==> config.mk <==
export PLATFORM = sky130hd
export DESIGN_NAME = output_port_ctrl_flat
export DESIGN_NICKNAME = d
export VERILOG_FILES = /design/src/rtl/arch_defs_pkg.sv /design/src/rtl/output_port_ctrl_if.sv /design/src/rtl/sync_fifo.sv /design/src/rtl/output_port_ctrl.sv /design/src/flat_wrapper.sv
export SDC_FILE = /design/constraint.sdc
export NUM_CORES = 1
export LEC_CHECK = 0
export CAP_MARGIN = 15
export CORE_UTILIZATION = 50
export CTS_CLUSTER_DIAMETER = 40
export DETAILED_ROUTE_END_ITERATION = 16
export HOLD_SLACK_MARGIN = 0.1
export PLACE_DENSITY = 0.82
export RECOVER_POWER = 25
export SLEW_MARGIN = 20
export SYNTH_ARGS = -nofsm -noshare
export SYNTH_HDL_FRONTEND = slang
export SYNTH_SLANG_ARGS = --single-unit
==> constraint.sdc <==
create_clock -name clk -period 2.65 [get_ports clk]
set_input_delay 0.265 -clock clk [delete_from_list [all_inputs] [get_ports clk]]
set_output_delay 0.265 -clock clk [all_outputs]
set_load 0.01 [all_outputs]
==> src/rtl/arch_defs_pkg.sv <==
// Shared architecture definitions: bus width, output-port FIFO depth and the
// output-port FSM state type.
package arch_defs_pkg;

   localparam int DATA_WIDTH    = 8;
   localparam int OUTPORT_DEPTH = 4;

   typedef enum logic {
      IDLE    = 1'b0,
      PRESENT = 1'b1
   } outport_state_t;

endpackage

==> src/rtl/output_port_ctrl_if.sv <==
// Valid/ready handshake between the output port controller (master) and the
// external output peripheral (slave).
interface output_port_ctrl_if #(
   parameter int DATA_WIDTH = arch_defs_pkg::DATA_WIDTH
);

   logic [DATA_WIDTH-1:0] periph_data;
   logic                  periph_valid;
   logic                  periph_ready;

   modport master (
      output periph_data,
      output periph_valid,
      input  periph_ready
   );

   modport slave (
      input  periph_data,
      input  periph_valid,
      output periph_ready
   );

endinterface

==> src/rtl/sync_fifo.sv <==
// Single-clock FIFO with a combinational head and an occupancy count.
// push while full and pop while empty are ignored.
module sync_fifo #(
   parameter int DATA_WIDTH = 8,
   parameter int DEPTH      = 4
) (
   input  logic                    clk,
   input  logic                    reset,
   input  logic                    push,
   input  logic                    pop,
   input  logic [DATA_WIDTH-1:0]   din,
   output logic [DATA_WIDTH-1:0]   dout,
   output logic [$clog2(DEPTH):0]  count
);
   import arch_defs_pkg::*;

   localparam int AW = $clog2(DEPTH);

   logic [DATA_WIDTH-1:0] mem_q [DEPTH];
   logic [AW-1:0]         wr_ptr_q;
   logic [AW-1:0]         rd_ptr_q;
   logic [AW:0]           count_q;
   logic                  do_push;
   logic                  do_pop;

   always_comb begin
      do_push = push && (count_q != (AW+1)'(DEPTH));
      do_pop  = pop && (count_q != '0);
   end

   // storage carries no reset; only pointers and count define its contents
   always_ff @(posedge clk) begin
      if (do_push) begin
         mem_q[wr_ptr_q] <= din;
      end
   end

   always_ff @(posedge clk) begin
      if (reset) begin
         wr_ptr_q <= '0;
         rd_ptr_q <= '0;
         count_q  <= '0;
      end else begin
         if (do_push) begin
            wr_ptr_q <= wr_ptr_q + 1'b1;
         end
         if (do_pop) begin
            rd_ptr_q <= rd_ptr_q + 1'b1;
         end
         case ({do_push, do_pop})
            2'b10:   count_q <= count_q + 1'b1;
            2'b01:   count_q <= count_q - 1'b1;
            default: count_q <= count_q;
         endcase
      end
   end

   assign dout  = mem_q[rd_ptr_q];
   assign count = count_q;

endmodule

==> src/rtl/output_port_ctrl.sv <==
// OUTA write sequencer: FIFO-buffered, valid/ready delivery to a slow output
// peripheral. OUTPORT_TIMEOUT_EN adds a handshake timeout and sticky flag.
//
// state   | meaning
// --------+------------------------------------------------------------
// IDLE    | nothing presented, periph_valid = 0
// PRESENT | holding register valid on periph_data, waiting for ready
module output_port_ctrl #(
   parameter int DATA_WIDTH     = arch_defs_pkg::DATA_WIDTH,
   parameter int DEPTH          = arch_defs_pkg::OUTPORT_DEPTH
`ifdef OUTPORT_TIMEOUT_EN
   ,
   parameter int TIMEOUT_CYCLES = 255
`endif
) (
   input  logic                    clk,
   input  logic                    reset,
   input  logic                    load_out,
   input  logic [DATA_WIDTH-1:0]   bus_in,
   output logic                    stall,
   output_port_ctrl_if.master      periph,
   output logic [DATA_WIDTH-1:0]   out_val,
   output logic [$clog2(DEPTH):0]  level,
   output logic                    overflow
`ifdef OUTPORT_TIMEOUT_EN
   ,
   output logic                    timeout
`endif
);
   import arch_defs_pkg::*;

   localparam int LVL_W = $clog2(DEPTH) + 1;

   outport_state_t        state_q;
   logic                  valid_q;
   logic [DATA_WIDTH-1:0] hold_q;
   logic [DATA_WIDTH-1:0] out_val_q;
   logic                  overflow_q;

   logic [DATA_WIDTH-1:0] fifo_dout;
   logic [LVL_W-1:0]      fifo_count;
   logic                  fifo_empty;
   logic                  fifo_full;
   logic                  handshake;
   logic                  expire;
   logic                  done;
   logic                  bypass;
   logic                  push;
   logic                  pop;

`ifdef OUTPORT_TIMEOUT_EN
   logic [7:0]            wait_q;
   logic                  timeout_q;
`endif

   always_comb begin
      fifo_empty = (fifo_count == '0);
      fifo_full  = (fifo_count == LVL_W'(DEPTH));
      handshake  = valid_q && periph.periph_ready;
`ifdef OUTPORT_TIMEOUT_EN
      expire     = valid_q && !periph.periph_ready
                   && (wait_q == 8'(TIMEOUT_CYCLES - 1));
`else
      expire     = 1'b0;
`endif
      done       = handshake || expire;
      // bypass only when nothing is queued, so a new word never overtakes
      bypass     = (state_q == IDLE) && fifo_empty && load_out;
      push       = load_out && !fifo_full && !bypass;
      pop        = !fifo_empty && ((state_q == IDLE) || done);
   end

   sync_fifo #(
      .DATA_WIDTH (DATA_WIDTH),
      .DEPTH      (DEPTH)
   ) u_fifo (
      .clk   (clk),
      .reset (reset),
      .push  (push),
      .pop   (pop),
      .din   (bus_in),
      .dout  (fifo_dout),
      .count (fifo_count)
   );

   always_ff @(posedge clk) begin
      if (reset) begin
         state_q    <= IDLE;
         valid_q    <= 1'b0;
         hold_q     <= '0;
         out_val_q  <= '0;
         overflow_q <= 1'b0;
`ifdef OUTPORT_TIMEOUT_EN
         wait_q     <= '0;
         timeout_q  <= 1'b0;
`endif
      end else begin
         // full check uses the pre-edge count, so a same-cycle pop does not save the write
         if (load_out && fifo_full) begin
            overflow_q <= 1'b1;
         end
         if (handshake) begin
            out_val_q <= hold_q;
         end
         case (state_q)
            IDLE: begin
               if (pop) begin
                  hold_q  <= fifo_dout;
                  valid_q <= 1'b1;
                  state_q <= PRESENT;
               end else if (bypass) begin
                  hold_q  <= bus_in;
                  valid_q <= 1'b1;
                  state_q <= PRESENT;
               end
            end
            PRESENT: begin
               if (done) begin
                  if (pop) begin
                     hold_q <= fifo_dout;
                  end else begin
                     valid_q <= 1'b0;
                     state_q <= IDLE;
                  end
               end
            end
         endcase
`ifdef OUTPORT_TIMEOUT_EN
         if (state_q == PRESENT && !done && !periph.periph_ready) begin
            wait_q <= wait_q + 1'b1;
         end else begin
            wait_q <= '0;
         end
         if (expire) begin
            timeout_q <= 1'b1;
         end
`endif
      end
   end

   assign stall               = fifo_full;
   assign level               = fifo_count;
   assign periph.periph_data  = hold_q;
   assign periph.periph_valid = valid_q;
   assign out_val             = out_val_q;
   assign overflow            = overflow_q;
`ifdef OUTPORT_TIMEOUT_EN
   assign timeout             = timeout_q;
`endif

endmodule

==> src/flat_wrapper.sv <==
// flat-port wrapper written by rule: the top's interface ports become plain ports
module output_port_ctrl_flat import arch_defs_pkg::*;
#(
   parameter int DATA_WIDTH     = arch_defs_pkg::DATA_WIDTH,
   parameter int DEPTH          = arch_defs_pkg::OUTPORT_DEPTH

)
  (clk, reset, load_out, bus_in, stall, out_val, level, overflow, periph_periph_data, periph_periph_valid, periph_periph_ready);
  output_port_ctrl_if #(.DATA_WIDTH(DATA_WIDTH)) periph_i ();
  input  logic clk;
  input  logic reset;
  input  logic load_out;
  input  logic [DATA_WIDTH-1:0] bus_in;
  output logic stall;
  output logic [DATA_WIDTH-1:0] out_val;
  output logic [$clog2(DEPTH):0] level;
  output logic overflow;
  output wire logic [$bits(periph_i.periph_data)-1:0] periph_periph_data;
  output wire logic [$bits(periph_i.periph_valid)-1:0] periph_periph_valid;
  input wire logic [$bits(periph_i.periph_ready)-1:0] periph_periph_ready;
  assign periph_periph_data = periph_i.periph_data;
  assign periph_periph_valid = periph_i.periph_valid;
  assign periph_i.periph_ready = periph_periph_ready;
  output_port_ctrl #(.DATA_WIDTH(DATA_WIDTH), .DEPTH(DEPTH)) u_core (.clk(clk), .reset(reset), .load_out(load_out), .bus_in(bus_in), .stall(stall), .periph(periph_i), .out_val(out_val), .level(level), .overflow(overflow));
endmodule
==> results of run 1 <==
[layout by cell type (no fill, tap or decap), types with 2 or more instances in the layout]
cell type	instances
edfxtp_1	32
dfxtp_1	28
clkdlybuf4s50_1	26
nand2_1	25
a21oi_1	15
nand3_1	9
clkbuf_8	9
inv_1	8
mux4_2	8
a211oi_1	7
a311oi_1	7
dlygate4sd3_1	7
nor2_1	6
ha_1	5
buf_4	5
and2_1	4
o31ai_1	3
nor3_2	2
or4_1	2
or3_1	2
nand4_1	2
a21oi_2	2
o21ai_0	2
xor2_1	2
clkbuf_1	2
bufinv_16	2
[registers in the layout, indices dropped and copies added, names as in the netlist, 2 cells and up, named ones only]
signal / count
u_core.out_val: 8
u_core.periph.periph_data: 8
u_core.u_fifo.count: 3
u_core.u_fifo.mem_q: 32
u_core.u_fifo.rd_ptr_q: 2
u_core.u_fifo.wr_ptr_q: 2
[per-layer routing]
metal  vias up  part of all wire (%)  GRT usage [%]
met5         -                     0              0
met3         8                   4.3           4.56
met1       795                    49           27.2
met2        41                    45           27.3
met4         0                   2.3           12.4
li1        806                     -              -
[worst reg2reg max path: stages (launching register included)]
cell     delay (ns)
dfxtp_1        0.39
or3b_1         0.44
inv_2          0.13
nor3_2         0.07
inv_1          0.06
ha_1           0.17
inv_1          0.06
fa_1           0.37
xor2_1         0.17
or3_1          0.30
a21oi_1        0.13
[worst max path at each step]
stage / from / slack (ns) / end / depth (start not counted)
2_1_floorplan: u_core.u_fifo.count[2] / 0.26 / u_core.u_fifo.count[2] / 10
3_3_place_gp: load_out / 0.32 / u_core.u_fifo.count[2] / 10
3_5_place_dp: load_out / 0.27 / u_core.u_fifo.count[2] / 10
4_1_cts: u_core.u_fifo.count[1] / 0.25 / u_core.u_fifo.count[2] / 10
5_1_grt: u_core.u_fifo.count[1] / 0.12 / u_core.u_fifo.count[2] / 10
6_report: u_core.u_fifo.count[1] / 0.26 / u_core.u_fifo.count[2] / 10
[final cells by class]
cell class | count | area share [%]
Tap cell | 67 | 2.70
Timing Repair Buffer | 38 | 11.8
Clock inverter | 5 | 2.46
Sequential cell | 60 | 49.0
Clock buffer | 11 | 4.23
Inverter | 9 | 1.09
Multi-Input combinational cell | 115 | 28.7
[logic make-up after synthesis]
logic type      after synthesis
flops                        60
simple gates                 56
compound gates               43
buf+inv                      21
mux                           8
fa+ha+maj                     6
xor+xnor                      2
[per-stage QoR]
step | utilization [%] | worst slack [ns]
after floorplan | - | 0.261
after global placement | 60.5 | 0.324
after detailed placement | 60.5 | 0.265
after CTS | 64.9 | 0.250
after global routing | 64.9 | 0.116
final | 64.9 | 0.265
[power breakdown]
| group | switching [mW] | total [mW] | leakage, nW | internal, mW |
|---|---|---|---|---|
| clock | 0.344 | 0.869 | 0.101 | 0.525 |
| combinational | 0.710 | 1.35 | 0.431 | 0.642 |
| sequential | 0.168 | 1.36 | 0.521 | 1.19 |
| total | 1.22 | 3.58 | 1.05 | 2.36 |
[synth_stat cells (all sizes together) (2+ instances only)]
master / n
a211oi: 8
a21oi: 17
a311oi: 8
and2: 4
buf: 6
clkbuf: 6
dfxtp: 28
edfxtp: 32
ha: 5
inv: 9
mux4: 8
nand2: 25
nand3: 9
nand4: 2
nor2: 6
nor3: 3
o21ai: 2
o31ai: 3
or3: 2
or4: 2
xor2: 2
==> metrics.md, run 1 <==
| Metric | Value |
|---|---|
| Clk slew on worst S/H paths | 0.07 ns |
| Yosys warning count | 0 |
| Final Critical Period | 2.39 ns |
| # diodes | 0 |
| Setup crit end kind | flop |
| Synth Area in Adders | 3.28% |
| Initial Utilization | 52.5% |
| Worst-path maximum fanout | 8 |
| DP HPWL | 3110 um |
| First-pass GRT wire length | 7410 um |
| Reg area | 0.00152 sq mm |
| CTS Buffer Depth | 2 |
| Antenna violations before repair | 0 |
| Hold Crit Class | reg -> reg |
| Worst flop-to-flop path startpoint | u_core.u_fifo.count[1] |
| Simple-gate area share of the yosys netlist | 11.5% |
| Crit path largest cell delay | 0.44 ns |
| Finished Layout Cells | 305 |
| Total number of vias | 1650 |
| Vias in the first global route | 1495 |
| Largest family of logic cells by synthesized area | compound AO/OA/AOI/OAI gates |
| Core Region | 0.00479 sq mm |
| Layout area overhead | 23.5% |
| Clock root buffer | clkbuf_8 |
| Clock skew | 0.00592 ns |
| Total of max-cap violations | 0 |
| Post-Layout Inst Area | 0.00311 sq mm |
| Post-CTS sizing | 0 |
| Slew headroom | 31.1% |
| Xor and xnor area share after synthesis | 0.697% |
| Area contributors post-synth | edfxtp_1 (38%), dfxtp_1 (22%), mux4_2 (7.2%) |
| CP Class | reg -> reg |
| GP Congestion | 0.796 |
| Pins Over Slew Limit | 0 |
| Mux cell area share after synthesis | 7.16% |
| Worst reg2reg setup slack | 0.26 ns |
| Power Total | 3.58 mW |
| Number of synthesized flops with an enable pin | 32 |
| FP Rows | 25 |
| Worst Tran Pin Value | 1.03 ns |
| Drt pass-1 iters | 4 |
| Clk_lat worst skew | 0.33 ns |
| RR Endpoint | u_core.u_fifo.count[2] |
| DIE AREA | 0.00532 sq mm |
| Period utilization | 90.0% |
| RSZ-0062 raised after global routing | no |
| Lkg Pwr | 1.05 nW |
| FF+latch count, synth | 60 |
| Cell variety after synth | 39 |
| Placed cell areas | 0.00290 sq mm |
| Final setup vio count | 0 |
| Hold-fix buffers, CTS | 0 |
| Crit path required time | 2.90 ns |
| Commonest register cell after synthesis | edfxtp_1 |
| Max stage delay cell, worst path | or3b_1 |
| Worst path bufs/invs | 3 |
| CTS HTree Levels | 3 |
| Worst Hold Depth | 2 |
| Placed cells | 289 |
| Routed WL per cell | 15.1 um |
| Postcts setup bufs | 0 |
| Post-route ant nets | 0 |
| Cell area power density | 1150 mW/mm^2 |
| Fillcell total | 374 |
| Post-synth net total | 214 |
| Syn_area_per_cell | 12.8 sq um |
| Input/output buffers | 33 |
| CP Data Arrival Time | 2.63 ns |
| Multi-input gate area | 891 sq um |
| WHS Endpoint | u_core.out_val[2] |
| DR iter-0 viols | 119 |
| CP Launch Type | flop |
| Worst path cell trace | or3b_1, inv_2, nor3_2, inv_1, ha_1, inv_1, fa_1, xor2_1, or3_1, a21oi_1 |
| Ys async rst share | 0% |
| Max IR drop VDD | 0.447 mV |
| Synth Cell Area | 0.00251 sq mm |
| Endpoints failing hold | 0 |
| Hold_sp | u_core.out_val[2] |
| Largest net degree at the start of global routing | 28 |
| Synth Instances | 196 |
| Setup TNS | 0 ns |
| I/O pin count | 34 |
| Hold slack | 0.457 ns |
| CTS tree | done |
| Routed WL | 4610 um |
| Largest area contributor in the netlist | edfxtp_1 |
| DR DRC count | 0 |
| Cell repeated most along the worst path | inv_1 |
| Crit-path leading delay family | simple AND/OR/NAND/NOR gates |
| Worst Reg-to-Reg Cells | 10 |
| GRT Util Overall | 19.5% |
| Grt total ovfl | 0 |
| Total Nets Final | 251 |
| Post-synth top area share | 38.2% |
| Compound-Gate Fraction of Synth Area | 12.8% |
| Share of layout cells above drive strength 1 | 15.5% |
| CTS buffer count | 9 |
| Status | complete, no violations |
| Seq/Total Area, Yosys | 60.5% |
| Max Freq | 419 MHz |
| Clk sinks | 60 |
| Vias per cell | 5.41 |
| Die Ht | 72.9 um |
| Die extent in x | 72.9 um |
No activity file was read; power rests on OpenSTA's default activity.
==> run 2: changes to the inputs <==
- ABC_AREA: default -> 1
- CORE_MARGIN: default -> 1
- PLACE_DENSITY: 0.82 -> 0.72
==> metrics.md, run 2 <==
| Metric | Value |
|---|---|
| Syn_area_per_cell | 9.24 sq um (-28%) |
| CP startpoint | u_core.u_fifo.count[0] |
| Crit path required time | 2.91 ns (about the same) |
| Die extent in x | 72.9 um (about the same) |
| Most frequent cells in the layout | nand2_1 (69), nor2_1 (49), edfxtp_1 (32) |
| Global routing met3 resource utilization | 5.25% (+0.69 points) |
| Most common cell after layout, fill and taps aside | nand2_1 |
| DR DRC count | 0 (unchanged) |
| Input/output buffers | 33 (unchanged) |
| Slew headroom | 58.1% (+27 points) |
| CTS tree | done |
| Cell area power density | 1080 mW/mm^2 (-5.9%) |
| FP Rows | 25 (unchanged) |
| Hold slack | 0.459 ns (+0.00197 ns) |
| Max IR drop VDD | 0.634 mV (+42%) |
| Reg with most FFs | u_core.u_fifo.mem_q |
| Total number of vias | 1868 (+13%) |
| DIE AREA | 0.00532 sq mm (about the same) |
| First-pass GRT wire length | 8000 um (+7.9%) |
| Worst Hold Depth | 2 (unchanged) |
| Synth Instances | 272 (+39%) |
| # diodes | 0 (unchanged) |
| Max Freq | 491 MHz (+17%) |
| Largest net degree at the start of global routing | 26 (-7.1%) |
| Placed cells | 370 (+28%) |
| Share of layout cells above drive strength 1 | 9.09% (-6.5 points) |
| Post-synth net total | 290 (+36%) |
| Total Nets Final | 332 (+32%) |
| Seq/Total Area, Yosys | 60.5% (about the same) |
| CP Data Arrival Time | 2.30 ns (-0.33 ns) |
| Final Critical Period | 2.04 ns (-0.350 ns) |
| DR iter-0 viols | 126 (+5.9%) |
| Post-CTS sizing | 0 (unchanged) |
| Status | complete, no violations |
| CTS buffer count | 9 (unchanged) |
| Die Ht | 72.9 um (about the same) |
| Ys async rst share | 0% (unchanged) |
| Post-route ant nets | 0 (unchanged) |
| Setup crit end kind | flop |
| Routing usage on met2 | 32.2% (+4.9 points) |
| Worst Reg-to-Reg Cells | 11 (+1) |
| GP Congestion | 0.736 (-7.6%) |
| Clk slew on worst S/H paths | 0.06 ns (about the same) |
| Clock root buffer | clkbuf_8 |
| Worst reg2reg setup slack | 0.61 ns (+0.35 ns) |
| Post-synth top area share | 38.2% (about the same) |
| DP HPWL | 3180 um (+2.3%) |
| Area contributors post-synth | edfxtp_1 (38%), dfxtp_1 (22%), nand2_1 (10%) |
| Most common cell in the synthesized netlist | nand2_1 |
| Worst-path maximum fanout | 10 (+2) |
| Routed WL | 4960 um (+7.6%) |
| Commonest register cell after synthesis | edfxtp_1 |
| Initial Utilization | 52.5% (about the same) |
| Grt total ovfl | 0 (unchanged) |
| Postcts setup bufs | 0 (unchanged) |
| I/O pin count | 34 (unchanged) |
| Finished Layout Cells | 386 (+27%) |
| Worst flop-to-flop path startpoint | u_core.u_fifo.count[0] |
| Hold_sp | u_core.u_fifo.rd_ptr_q[1] |
| Endpoints failing hold | 0 (unchanged) |
| CP Class | reg -> reg |
| Number of synthesized flops with an enable pin | 32 (unchanged) |
| Hold Crit Class | reg -> reg |
| Setup TNS | 0 ns (unchanged) |
| Clk_lat worst skew | 0.33 ns (about the same) |
| Final setup vio count | 0 (unchanged) |
| CTS HTree Levels | 3 (unchanged) |
| Antenna violations before repair | 0 (unchanged) |
| Yosys warning count | 0 (unchanged) |
| Clock skew | 0.00641 ns (+0.000490 ns) |
| Max reg flops | 32 (unchanged) |
| FF+latch count, synth | 60 (unchanged) |
| Largest area contributor in the netlist | edfxtp_1 |
| CP Launch Type | flop |
| Routed WL per cell | 12.8 um (-15%) |
| Lkg Pwr | 1.31 nW (+25%) |
| Drt pass-1 iters | 5 (+1) |
| Total of max-cap violations | 0 (unchanged) |
| Cell variety after synth | 25 (-36%) |
| Layout area overhead | 24.0% |
| Top Usage Layer GRT | met2 |
| Commonest cells post-synth | nand2_1 (69), nor2_1 (49), edfxtp_1 (32), dfxtp_1 (28), inv_1 (21) |
| Vias in the first global route | 1717 (+15%) |
| CTS Buffer Depth | 2 (unchanged) |
| Core Region | 0.00479 sq mm (unchanged) |
| Pins Over Slew Limit | 0 (unchanged) |
| Clk sinks | 60 (unchanged) |
| Synth Cell Area | 0.00251 sq mm (about the same) |
| RR Endpoint | u_core.u_fifo.count[2] |
| GR Layer Usage met1 | 27.2% (-0.040 points) |
| Vias per cell | 4.84 (-11%) |
| Hold-fix buffers, CTS | 0 (unchanged) |
| Period utilization | 76.8% (-13 points) |
| GRT Util Overall | 20.6% (+1.1 points) |
| RSZ-0062 raised after global routing | no |
| Worst Tran Pin Value | 0.627 ns (-0.403 ns) |
-- run 2: cell count changes after synthesis, moves of 4 or more --
cell / delta
a211oi_1: -7
inv_1: +13
nor2_1: +43
o21ai_0: +12
and2_1: -4
nand2_1: +44
o21ai_1: +8
a311oi_1: -7
mux4_2: -8
-- run 2: metal layers --
| metal | part of all wire [%] | vias to the layer above |
|---|---|---|
| li1 | - | 964 |
| met1 | 43 | 841 |
| met2 | 48 | 55 |
| met3 | 7.5 | 8 |
| met4 | 1.1 | 0 |
| met5 | 0 | - |
-- run 2: layout make-up --
cell class                      count  area [sq um]
Multi-Input combinational cell    181           848
Sequential cell                    60          1520
Timing Repair Buffer               38           368
Fill cell                         411          1670
Clock inverter                      3          15.0
Tap cell                           67          83.8
Inverter                           24          90.1
Clock buffer                       13           191
-- run 2: how the worst max path moves through the flow --
stage	end	cells past startpoint	slack [ns]
global placement	u_core.u_fifo.count[2]	12	0.40
floorplan	u_core.u_fifo.count[2]	10	0.81
detailed placement	u_core.u_fifo.count[2]	12	0.37
CTS	u_core.u_fifo.count[2]	11	0.61
global route	u_core.u_fifo.count[2]	11	0.40
finish	u_core.u_fifo.count[2]	11	0.61
-- run 2: power by group --
group          leakage, nW  internal, mW  total (mW)  switching [mW]
logic                0.678         0.494        1.24           0.745
clock network        0.109         0.474       0.821           0.347
registers            0.523          1.19        1.32           0.133
total                 1.31          2.16        3.38            1.22
-- run 2: critical path: stages, from the launching register on --
cell,delay [ns]
dfxtp_1,0.34
nor2_4,0.19
nand3_4,0.19
nand3_2,0.20
ha_1,0.19
inv_1,0.07
fa_1,0.37
inv_1,0.06
nand2_1,0.04
nand3_1,0.09
o21ai_0,0.08
a21oi_1,0.14
-- run 2: kinds of logic (layout without fill, tap and decap cells) --
group / Yosys count / count (layout) / share of synthesized area [%]
compound gates: 38 / 38 / 7.67
simple gates: 137 / 137 / 22.8
fa+ha+maj: 6 / 6 / 3.29
buf+inv: 31 / 78 / 5.72
flops: 60 / 60 / 60.5
-- run 2: through the flow --
stage                     worst slack [ns]  area (sq um)  util, %  power, mW
after CTS                            0.608          3120     65.2       3.41
after detailed placement             0.368          2910     60.8       2.58
after global routing                 0.401          3120     65.2       3.62
final                                0.615          3120     65.2       3.38
after global placement               0.397          2910     60.8       2.55
after floorplan                      0.808          2510        -       2.15
==> run 3: changes to the inputs <==
- clock period: 2.65 -> 1.9 ns (I/O delays scaled with it)
==> metrics.md, run 3 (synthesis results as in run 2) <==
| Metric | Value |
|---|---|
| Finished Layout Cells | 395 (+2.3%) |
| Final Critical Period | 1.83 ns (-0.206 ns) |
| Period utilization | 96.3% (+19 points) |
| Final setup vio count | 0 (unchanged) |
| Clock skew | 0.0120 ns (+0.00559 ns) |
| Pins Over Slew Limit | 0 (unchanged) |
| Clock root buffer | clkbuf_8 |
| Core Region | 0.00479 sq mm (unchanged) |
| DR DRC count | 0 (unchanged) |
| Input/output buffers | 33 (unchanged) |
| Placed cells | 378 (+2.2%) |
| Clk_lat worst skew | 0.34 ns (about the same) |
| Max reg flops | 32 (unchanged) |
| Max IR drop VDD | 0.930 mV (+47%) |
| CP Data Arrival Time | 2.06 ns (-0.24 ns) |
| First-pass GRT wire length | 8220 um (+2.8%) |
| Vias in the first global route | 1783 (+3.8%) |
| Most common cell after layout, fill and taps aside | nand2_1 |
| FP Rows | 25 (unchanged) |
| Die extent in x | 72.9 um (unchanged) |
| Setup crit end kind | flop |
| Max Freq | 547 MHz (+11%) |
| Slew headroom | 74.9% (+17 points) |
| CP Launch Type | flop |
| DIE AREA | 0.00532 sq mm (unchanged) |
| Clk slew on worst S/H paths | 0.07 ns (about the same) |
| I/O pin count | 34 (unchanged) |
| # diodes | 0 (unchanged) |
| Post-route ant nets | 0 (unchanged) |
| Total of max-cap violations | 0 (unchanged) |
| Antenna violations before repair | 0 (unchanged) |
| Endpoints failing hold | 0 (unchanged) |
| Drt pass-1 iters | 4 (-1) |
| GRT Util Overall | 21.3% (+0.68 points) |
| Layout area overhead | 29.2% |
| CP Class | reg -> reg |
| Initial Utilization | 52.5% (unchanged) |
| Lkg Pwr | 1.37 nW (+4.3%) |
| Vias per cell | 4.96 (+2.5%) |
| DR iter-0 viols | 93 (-26%) |
| CTS Buffer Depth | 2 (unchanged) |
| Reg with most FFs | u_core.u_fifo.mem_q |
| GP Congestion | 0.783 (+6.5%) |
| Total number of vias | 1959 (+4.9%) |
| Hold Crit Class | in -> reg |
| Die Ht | 72.9 um (unchanged) |
| Worst Tran Pin Value | 0.375 ns (-0.252 ns) |
| Most frequent cells in the layout | nand2_1 (68), nor2_1 (49), edfxtp_1 (32) |
| Total Nets Final | 341 (+2.7%) |
| Placed cell areas | 0.00297 sq mm (+2.1%) |
| Clk sinks | 60 (unchanged) |
| Post-Layout Inst Area | 0.00325 sq mm (+4.2%) |
| Grt total ovfl | 0 (unchanged) |
| Fillcell total | 386 (-6.1%) |
| Routed WL | 5200 um (+4.9%) |
| CTS HTree Levels | 3 (unchanged) |
| Share of layout cells above drive strength 1 | 15.2% (+6.2 points) |
| DP HPWL | 3270 um (+3.1%) |
| Hold-fix buffers, CTS | 0 (unchanged) |
| Status | complete, no violations |
| Worst-path maximum fanout | 5 (-5) |
| CTS tree | done |
| Routed WL per cell | 13.2 um (+2.5%) |
| CTS buffer count | 9 (unchanged) |
| Cell area power density | 1560 mW/mm^2 (+44%) |
| Largest net degree at the start of global routing | 18 (-31%) |
| Crit path required time | 2.13 ns (-0.78 ns) |
## run 3: area by class of cell
type | count | area, sq um | share of cell area (%)
multi-input cells | 181 | 886 | 27.3
well taps | 67 | 83.8 | 2.58
flip-flops and latches | 60 | 1530 | 47.0
clock buffers | 11 | 174 | 5.35
clock inverters | 5 | 52.6 | 1.62
repair buffers | 47 | 435 | 13.4
inverters | 24 | 90.1 | 2.77
## run 3: worst max-delay path, cell delays in order, from the launching register on
cell and delay, ns:
dfxtp_4 0.36, nor2_4 0.20, nand3_4 0.11, nand3_4 0.11, ha_4 0.14, inv_2 0.04, fa_2 0.39, nand2_1 0.09
nand3_2 0.09, o21ai_2 0.15, a21oi_2 0.04
## run 3: timing repair
| item | 4_1_cts | 5_1_grt |
|---|---|---|
| buffers inserted | 0 | 1 |
| gates resized for setup | 0 | 15 |
| setup endpoints to repair | 0 | 1 |
## run 3: power breakdown
part	total, mW	switching (mW)	internal [mW]
Combinational	1.93	1.12	0.816
Clock	1.29	0.524	0.762
Sequential	1.85	0.187	1.66
Total	5.07	1.83	3.24
## run 3: final timing paths
path / slack, ns / cells after the start / from / to
min: 0.40 / 2 / reset / u_core.periph.periph_valid
min reg2reg: 0.48 / 2 / u_core.out_val[6] / u_core.out_val[6]
max: 0.07 / 10 / u_core.u_fifo.count[1] / u_core.u_fifo.count[2]
max reg2reg: 0.07 / 10 / u_core.u_fifo.count[1] / u_core.u_fifo.count[2]
## run 3: layer usage
layer | GRT usage [%] | share of wire [%]
met4 | 12.9 | 1.8
met2 | 34.6 | 50
met3 | 4.14 | 4.4
met1 | 26.3 | 44
met5 | 0 | 0
## run 3: per-stage QoR
stage | setup TNS (ns) | worst slack, ns | total power, mW | util [%] | hold WS, ns
final | 0 | 0.0712 | 5.07 | 67.9 | 0.404
after global routing | -0.0494 | -0.0494 | 5.41 | 67.9 | 0.411
after CTS | 0 | 0.0154 | 4.97 | 66.8 | 0.397
after detailed placement | -0.129 | -0.129 | 3.69 | 62.1 | 0.463
after global placement | -0.0885 | -0.0885 | 3.65 | 62.1 | 0.450
after floorplan | 0 | 0.0584 | 3.00 | - | 0.259
